### src/rtl/cn_pkg.sv
// Shared types and defaults for the CN flip-flop output monitor.
// Holds the monitor state enum and default window/counter sizes.
package cn_pkg;

  typedef enum logic [1:0] {
    IDLE,
    COUNT,
    REPORT
  } cn_mon_state_t;

  localparam int CN_MON_WIN   = 16;
  localparam int CN_MON_CNT_W = 4;

endpackage

### src/rtl/cn_sat_counter.sv
// Saturating up-counter with synchronous active-low reset.
// Ports: clk, rst_n, clr (clear; with inc loads 1), inc, count.
module cn_sat_counter #(
  parameter int W = 4
) (
  input  logic         clk,
  input  logic         rst_n,
  input  logic         clr,
  input  logic         inc,
  output logic [W-1:0] count
);

  localparam logic [W-1:0] MAX = '1;

  // clr+inc restarts the count at one (start of a fresh run)
  always_ff @(posedge clk) begin
    if (!rst_n) begin
      count <= '0;
    end else if (clr) begin
      count <= inc ? W'(1) : '0;
    end else if (inc && count != MAX) begin
      count <= count + W'(1);
    end
  end

endmodule

### src/rtl/cn_q_monitor.sv
// Windowed observer of CN flip-flop q/qbar: edge counts, longest run,
// complement error. Ports: clk, rst_n, q_in, qbar_in, start, busy,
// res_valid, res_ready, rise_cnt, fall_cnt, max_run, comp_err.
module cn_q_monitor
  import cn_pkg::*;
#(
  parameter int WIN   = CN_MON_WIN,
  parameter int CNT_W = CN_MON_CNT_W
) (
  input  logic             clk,
  input  logic             rst_n,
  input  logic             q_in,
  input  logic             qbar_in,
  input  logic             start,
  output logic             busy,
  output logic             res_valid,
  input  logic             res_ready,
  output logic [CNT_W-1:0] rise_cnt,
  output logic [CNT_W-1:0] fall_cnt,
  output logic [CNT_W-1:0] max_run,
  output logic             comp_err
);

  localparam logic [7:0]       WIN_M1 = 8'(WIN - 1);
  localparam logic [CNT_W-1:0] MAX    = '1;

  cn_mon_state_t    state;
  cn_mon_state_t    nxt;
  logic [7:0]       win_cnt;
  logic             q_prev;
  logic [CNT_W-1:0] run;
  logic [CNT_W-1:0] run_upd;
  logic             start_go;
  logic             sample;
  logic             first;
  logic             diff;
  logic             last;

  assign start_go = (state == IDLE) && start;
  assign sample   = (state == COUNT);
  assign first    = sample && (win_cnt == WIN_M1);
  assign last     = sample && (win_cnt == 8'd0);
  assign diff     = q_in != q_prev;

  // run length after this sample; feeds the max compare directly
  always_comb begin
    run_upd = '0;
    if (first || diff) begin
      run_upd = CNT_W'(1);
    end else if (run == MAX) begin
      run_upd = MAX;
    end else begin
      run_upd = run + CNT_W'(1);
    end
  end

  cn_sat_counter #(.W(CNT_W)) u_rise (
    .clk   (clk),
    .rst_n (rst_n),
    .clr   (start_go),
    .inc   (sample && !first && !q_prev && q_in),
    .count (rise_cnt)
  );

  cn_sat_counter #(.W(CNT_W)) u_fall (
    .clk   (clk),
    .rst_n (rst_n),
    .clr   (start_go),
    .inc   (sample && !first && q_prev && !q_in),
    .count (fall_cnt)
  );

  cn_sat_counter #(.W(CNT_W)) u_run (
    .clk   (clk),
    .rst_n (rst_n),
    .clr   (start_go || (sample && (first || diff))),
    .inc   (sample),
    .count (run)
  );

  always_comb begin
    nxt       = state;
    busy      = 1'b0;
    res_valid = 1'b0;
    unique case (state)
      IDLE: begin
        if (start) nxt = COUNT;
      end
      COUNT: begin
        busy = 1'b1;
        if (last) nxt = REPORT;
      end
      REPORT: begin
        busy      = 1'b1;
        res_valid = 1'b1;
        if (res_ready) nxt = IDLE;
      end
      default: nxt = IDLE;
    endcase
  end

  always_ff @(posedge clk) begin
    if (!rst_n) begin
      state    <= IDLE;
      win_cnt  <= '0;
      q_prev   <= 1'b0;
      max_run  <= '0;
      comp_err <= 1'b0;
    end else begin
      state <= nxt;
      if (start_go) begin
        win_cnt  <= WIN_M1;
        max_run  <= '0;
        comp_err <= 1'b0;
      end else if (sample) begin
        if (!last) win_cnt <= win_cnt - 8'd1;
        q_prev <= q_in;
        if (run_upd > max_run) max_run <= run_upd;
        if (q_in == qbar_in) comp_err <= 1'b1;
      end
    end
  end

endmodule
### config.mk
export PLATFORM = sky130hd
export DESIGN_NAME = cn_q_monitor
export DESIGN_NICKNAME = d
export VERILOG_FILES = /design/src/rtl/cn_pkg.sv /design/src/rtl/cn_sat_counter.sv /design/src/rtl/cn_q_monitor.sv
export SDC_FILE = /design/constraint.sdc
export NUM_CORES = 1
export LEC_CHECK = 0
export BUFFER_PORTS_ARGS = -buffer_cell sky130_fd_sc_hd__buf_2
export CAP_MARGIN = 25
export CORE_ASPECT_RATIO = 0.75
export CORE_MARGIN = 3
export CORE_UTILIZATION = 35
export CTS_BUF_LIST = sky130_fd_sc_hd__clkbuf_16
export DETAILED_ROUTE_END_ITERATION = 6
export GPL_TIMING_DRIVEN = 0
export PLACE_DENSITY = 0.61
export SYNTH_ARGS = -nofsm -noshare
export SYNTH_HDL_FRONTEND = slang
export SYNTH_HIERARCHICAL = 1
export SYNTH_SLANG_ARGS = --single-unit
### constraint.sdc
create_clock -name clk -period 3 [get_ports clk]
set_input_delay 0.6 -clock clk [delete_from_list [all_inputs] [get_ports clk]]
set_output_delay 0.6 -clock clk [all_outputs]
set_load 0.02 [all_outputs]
==> out/qor.csv, run 1 <==
metric,value,unit
sequential share of the synthesized area,0.325,
most numerous cell in the Yosys netlist,dfxtp_1,
Mapped Area,1730,sq um
IO Port Bufs,20,
Die Area,5820,sq um
Synth area leaders,"dfxtp_1 32%, ha_1 11%, a21oi_1 6.1%",
starting density of the core,0.376,
hold buffers post-CTS,0,
Final HPWL DP,2570,microns
Worst Clk Skew,7.16,ps
vias in the first global route,1222,
"Design Area, Final",1990,sq um
H-tree depth,1,
CP max-delay cell,or4_1,
part of the power in combinational logic,0.412,
fin util,0.433,
minimum clock period after layout,2780,ps
min-delay worst type,reg -> reg,
M1 GR Usage,0.183,
yosys warns,6,
Worst Tran Pin Value,737,ps
Tcrit/Tclk final,0.925,
Setup WS post-layout,224,ps
Critical Path RT,3200,ps
GPL Wtd Cong,0.813,
Fmax,360,MHz
"top cells by count, synth","28 x dfxtp_1, 21 x a21oi_1, 16 x inv_1",
Bufs and invs on worst path,2,
Post-Synthesis Cells,195,
std cell rows,21,
top cell type's share of synthesized area,0.325,
clk slew on worst S/H paths,70,ps
placed insts,272,
initial drt markers,68,
Final Setup Violations,0,
CP Depth,11,
Area after DPL,1900,sq um
TritonCTS Sinks,28,
vias per std cell,5.25,
GR peak layer,met1,
GR Util met2,0.181,
pre-CTS setup slack,-2.16,ps
Die H,66.8,microns
worst-path cell chain,inv_1 > ha_2 > clkbuf_4 > nand4_1 > o21ai_4 > nor2_1 > ha_1 > a21oi_1 > o211a_1 > or4_1 > a21oi_1,
status,completed,
final number of hold-violating endpoints,0,
switch share,0.383,
switching pwr,520,uW
Num CTS Buffers,3,
P_int,838,uW
pin count of the biggest net entering global routing,18,
GRT Total Usage,0.124,
Leakage Power,0.791,nW
CP Capture Type,flip-flop,
post-CTS setup buffers,0,
residual DRC count,0,
worst reg2reg path depth,11,
WS Path Type,reg -> reg,
VDD IR max,0.000358,V
Area growth syn-to-layout,15.4,%
worst hold stages,2,
Reg power frac,0.360,
TritonCTS clock tree,built,
final net count,241,
total core area,4600,sq um
grt ovf,0,
CP top delay family,simple AND/OR/NAND/NOR gates,
largest incremental delay on the critical path,490,ps
Final Slew Violations,0,
Min Hold Slack,485,ps
Post-synth EDFFs,0,
post-synth cell types,43,
synthesized net count,216,
Tot Pwr,1.36,mW
share of power burned in the clock network,0.228,
post-route ant nets,0,
initial antenna violation count,0,
cell mode on critical path,a21oi_1,
Clock Path Buffers,2,
P per Cell Area,682,nW/um^2
number of antenna cells inserted,0,
biggest area consumer among synthesized cells,dfxtp_1,
first-pass GRT wire length,5710,microns
fin cells,276,
Clock Latency Late Sink,270,ps
Pre-antenna DRT Iters,4,
top_reg_cell synth,dfxtp_1,
ys async rst share,0,
WL final,3390,microns
max-cap violation count,0,
Yosys reg bits,28,
fraction of layout cells with a size suffix above 1,0.183,
Startpoint Class,flip-flop,
Setup TNS Final,0,ps
RSZ-0062 raised after global routing,false,
CTS root buf,clkbuf_16,
peak fanout along the critical path,10,
post-synthesis average cell area,8.85,sq um
critical path arrival,2970,ps
routed vias,1450,
max_slew headroom,0.507,
io pins,21,
WL per Instance,12.3,microns
routing usage on met3,0.0297,
die width,87.1,microns
[layer usage]
| layer | routed length, microns | vias to the layer above | part of all wire |
|---|---|---|---|
| li1 | - | 774 | - |
| met1 | 1890 | 656 | 0.56 |
| met2 | 1350 | 18 | 0.40 |
| met3 | 139 | 2 | 0.041 |
| met4 | 17 | 0 | 0.0050 |
| met5 | 0 | - | 0 |
[power by group through the flow]
stage	Sequential (mW)	Clock (mW)	Combinational, mW
after floorplan	0.496	0	0.426
after global placement	0.498	0	0.545
after detailed placement	0.498	0	0.552
after CTS	0.489	0.320	0.557
after global routing	0.499	0.333	0.640
final	0.490	0.310	0.560
[sequential cells by signal, summed over array words and instances, names as in the netlist]
signal	flops
comp_err	1
max_run	4
q_prev	1
state	2
u_fall/count	4
u_rise/count	4
u_run/count	4
win_cnt	8
[final cells by class]
cell class	count	area, sq um
timing repair buffer	20	100
buffer	1	7.51
multi-input combinational	150	1110
inverter	16	60.1
sequential	28	561
fill	444	2610
clock buffer	3	75.1
clock inverter	1	3.75
tap	57	71.3
[logic make-up (layout without fill, tap and decap cells)]
| group | after synthesis | count (layout) | synth area share |
|---|---|---|---|
| xor gates and xnor gates | 6 | 6 | 0.0304 |
| muxes | 3 | 3 | 0.0174 |
| AOI/OAI and AO/OA | 59 | 59 | 0.222 |
| buffers and inverters | 17 | 41 | 0.0377 |
| and+or+nand+nor | 67 | 67 | 0.259 |
| DFF | 28 | 28 | 0.325 |
| adders and majority gates | 15 | 15 | 0.109 |
[tightest hold or removal path, cell delays in order (launching register included)]
cell,delay (ps)
dfxtp_1,330
a21oi_1,40
nor2_1,80
[placed cells by master (no fill, tap or decap), types with 2 or more instances in the layout]
cell       synthesis  final
and4b_2            3      3
xnor2_1            6      6
and2_1             2      2
buf_2              1     20
and3_4             4      4
nand2b_1           4      4
o21ai_1            4      3
nor3_1             3      3
nand3_1           10     10
a31o_1             3      3
a21oi_1           21     21
a21boi_0           3      3
dfxtp_1           28     28
clkbuf_16          0      3
nor3b_1            2      2
nand2_1            4      4
a211oi_1           3      3
o21bai_1           3      3
nand4_1            5      5
nand3b_1           4      4
or4_1              3      3
ha_1              15     14
mux2i_1            3      3
o21a_1             2      2
inv_1             16     16
nor2_1            12     12
o21ai_0           10     10
a2111oi_2          2      2
or3_1              4      4
[final timing paths]
check | end | from | slack (ps)
worst max register to register | max_run[3]$_SDFFE_PP0P_ | state[1]$_SDFFE_PN0P_ | 220
worst min-delay path | comp_err$_SDFFE_PP0P_ | comp_err$_SDFFE_PP0P_ | 480
worst max-delay path | max_run[3]$_SDFFE_PP0P_ | state[1]$_SDFFE_PN0P_ | 220
worst min register to register | comp_err$_SDFFE_PP0P_ | comp_err$_SDFFE_PP0P_ | 480
[timing repair]
item | 4_1_cts | 5_1_grt
endpoints found under the setup margin | 3 | 3
gates resized for setup | 1 | 3
gates cloned | 0 | 0
(Power assumes the default switching activity.)
==> run 2: changes to the inputs <==
Settings changed: CORE_ASPECT_RATIO 0.75 to 1.5, MAX_ROUTING_LAYER from default to met4.
==> run 2 against run 1 <==
Flip-flop and latch count stayed put. Via count up 1.2%. Combinational power rose by 0.7%. Global-route usage rose by 0.95 points. Register-to-register slack better by 40 ps. Utilization up 0.44 points. Sequential share of layout area is 0.62 points lower. Fmax rose by 1.5%.
==> out/qor.csv, run 2 (same netlist as run 1, synthesis figures left out) <==
metric,value,unit
WL final,3420,microns
Pre-antenna DRT Iters,4,
routed vias,1468,
Area growth syn-to-layout,18.0,%
fillcell total,480,
fraction of layout cells with a size suffix above 1,0.187,
"Design Area, Final",2040,sq um
VDD IR max,0.000400,V
fin cells,283,
number of antenna cells inserted,0,
GRT Total Usage,0.134,
IO Port Bufs,20,
critical path arrival,2930,ps
Final Slew Violations,0,
share of power burned in the clock network,0.274,
reg2reg start,state[1]$_SDFFE_PN0P_,
area of the multi-input gates,1120,sq um
Seq. cell area,561,sq um
Area after DPL,1910,sq um
Startpoint Class,flip-flop,
worst reg-to-reg setup slack,270,ps
min-delay worst type,reg -> reg,
WL per Instance,12.1,microns
largest incremental delay on the critical path,490,ps
hold buffers post-CTS,0,
Worst Hold Path EP,comp_err$_SDFFE_PP0P_,
CP max-delay cell,or4_1,
std cell rows,30,
Worst Clk Skew,5.64,ps
Num CTS Buffers,3,
most frequent cells in the layout,"28 x dfxtp_1, 21 x a21oi_1, 20 x buf_2, 16 x inv_1, 14 x ha_1",
total core area,4650,sq um
status,completed,
part of the power in combinational logic,0.388,
residual DRC count,0,
max_slew headroom,0.499,
Leakage Power,0.805,nW
Bufs and invs on worst path,2,
CP Capture Type,flip-flop,
starting density of the core,0.371,
CTS root buf,clkbuf_16,
final net count,241,
Worst Tran Pin Value,750,ps
pin count of the biggest net entering global routing,18,
Tcrit/Tclk final,0.912,
max-cap violation count,0,
worst reg2reg path depth,11,
P per Cell Area,713,nW/um^2
cell mode on critical path,a21oi_1,
die width,63.4,microns
worst-path cell chain,inv_1 > ha_4 > clkbuf_4 > nand4_1 > o21ai_4 > nor2_1 > ha_1 > a21oi_1 > o211a_1 > or4_1 > a21oi_1,
RSZ-0062 raised after global routing,false,
placed insts,279,
Clock Latency Late Sink,270,ps
initial drt markers,73,
Final HPWL DP,2550,microns
vias in the first global route,1442,
"most common cell after layout, fill and taps aside",dfxtp_1,
first-pass GRT wire length,6270,microns
TritonCTS Sinks,28,
H-tree depth,1,
WS Path Type,reg -> reg,
initial antenna violation count,0,
CP top delay family,compound AO/OA/AOI/OAI gates,
Reg power frac,0.338,
clk slew on worst S/H paths,70,ps
Die H,92.0,microns
Min Hold Slack,486,ps
P_int,932,uW
flip-flop count of the largest register after layout,8,
switch share,0.359,
minimum clock period after layout,2730,ps
Top reg by flops,win_cnt,
io pins,21,
fin util,0.438,
final number of hold-violating endpoints,0,
post-route ant nets,0,
Clock Path Buffers,2,
Die Area,5830,sq um
worst hold stages,2,
peak fanout along the critical path,10,
grt ovf,0,
switching pwr,522,uW
GPL Wtd Cong,0.800,
Fmax,366,MHz
Hold Startpoint,comp_err$_SDFFE_PP0P_,
Final Setup Violations,0,
vias per std cell,5.19,
TritonCTS clock tree,built,
Critical Path RT,3190,ps
RR Endpoint,max_run[2]$_SDFFE_PP0P_,
[run 2: changes by cell type in the layout (fill, tap and decap cells not counted)]
cell / delta
ha_4: +1
clkinv_1: -1
bufinv_16: +1
ha_2: -1
[run 2: how the worst max path moves through the flow]
stage	slack, ps	end	cells past startpoint	start
final	270	max_run[2]$_SDFFE_PP0P_	11	state[1]$_SDFFE_PN0P_
after CTS	30	max_run[2]$_SDFFE_PP0P_	11	state[1]$_SDFFE_PN0P_
after global placement	20	max_run[2]$_SDFFE_PP0P_	11	state[1]$_SDFFE_PN0P_
after floorplan	440	max_run[1]$_SDFFE_PP0P_	11	state[1]$_SDFFE_PN0P_
after detailed placement	-20	max_run[2]$_SDFFE_PP0P_	11	state[1]$_SDFFE_PN0P_
after global routing	20	max_run[2]$_SDFFE_PP0P_	11	state[1]$_SDFFE_PN0P_
[run 2: final cells by class]
type / instances / share of cell area
multi-input combinational: 150 / 0.552
sequential: 28 / 0.275
timing repair buffer: 20 / 0.0491
tap: 64 / 0.0393
clock buffer: 3 / 0.0368
inverter: 16 / 0.0295
clock inverter: 1 / 0.0147
buffer: 1 / 0.00368
[run 2: worst min-delay path: cells and delay by family, from the launching register on]
kind,cells,cell delay (ps)
flip-flops,1,340
AND/OR/NAND/NOR,1,70
AO/OA/AOI/OAI,1,40
[run 2: stage by stage]
stage	setup slack [ps]	power, mW	TNS, ps
final	265	1.45	0
after CTS	29.7	1.45	0
after global placement	18.8	1.04	0
after floorplan	435	0.922	0
after detailed placement	-20.3	1.05	-20.3
after global routing	17.6	1.58	0
[run 2: power groups by stage]
stage / sequential [mW] / clock (mW) / combinational [mW]
floorplan: 0.496 / 0 / 0.426
global placement: 0.495 / 0 / 0.544
detailed placement: 0.497 / 0 / 0.550
CTS: 0.488 / 0.411 / 0.555
global route: 0.503 / 0.424 / 0.654
finish: 0.492 / 0.398 / 0.564
[run 2: timing repair]
action	4_1_cts	5_1_grt
hold endpoints to repair	0	0
resized for setup	1	4
setup endpoints to repair	3	3
pin swaps	0	0
buffers inserted	0	0
[run 2: metal layers]
| layer | vias up | part of all wire | GRT usage |
|---|---|---|---|
| met5 | - | 0 | - |
| met2 | 20 | 0.48 | 0.223 |
| met1 | 666 | 0.47 | 0.154 |
| li1 | 777 | - | - |
| met4 | 0 | 0.016 | 0.0541 |
| met3 | 5 | 0.034 | 0.0282 |
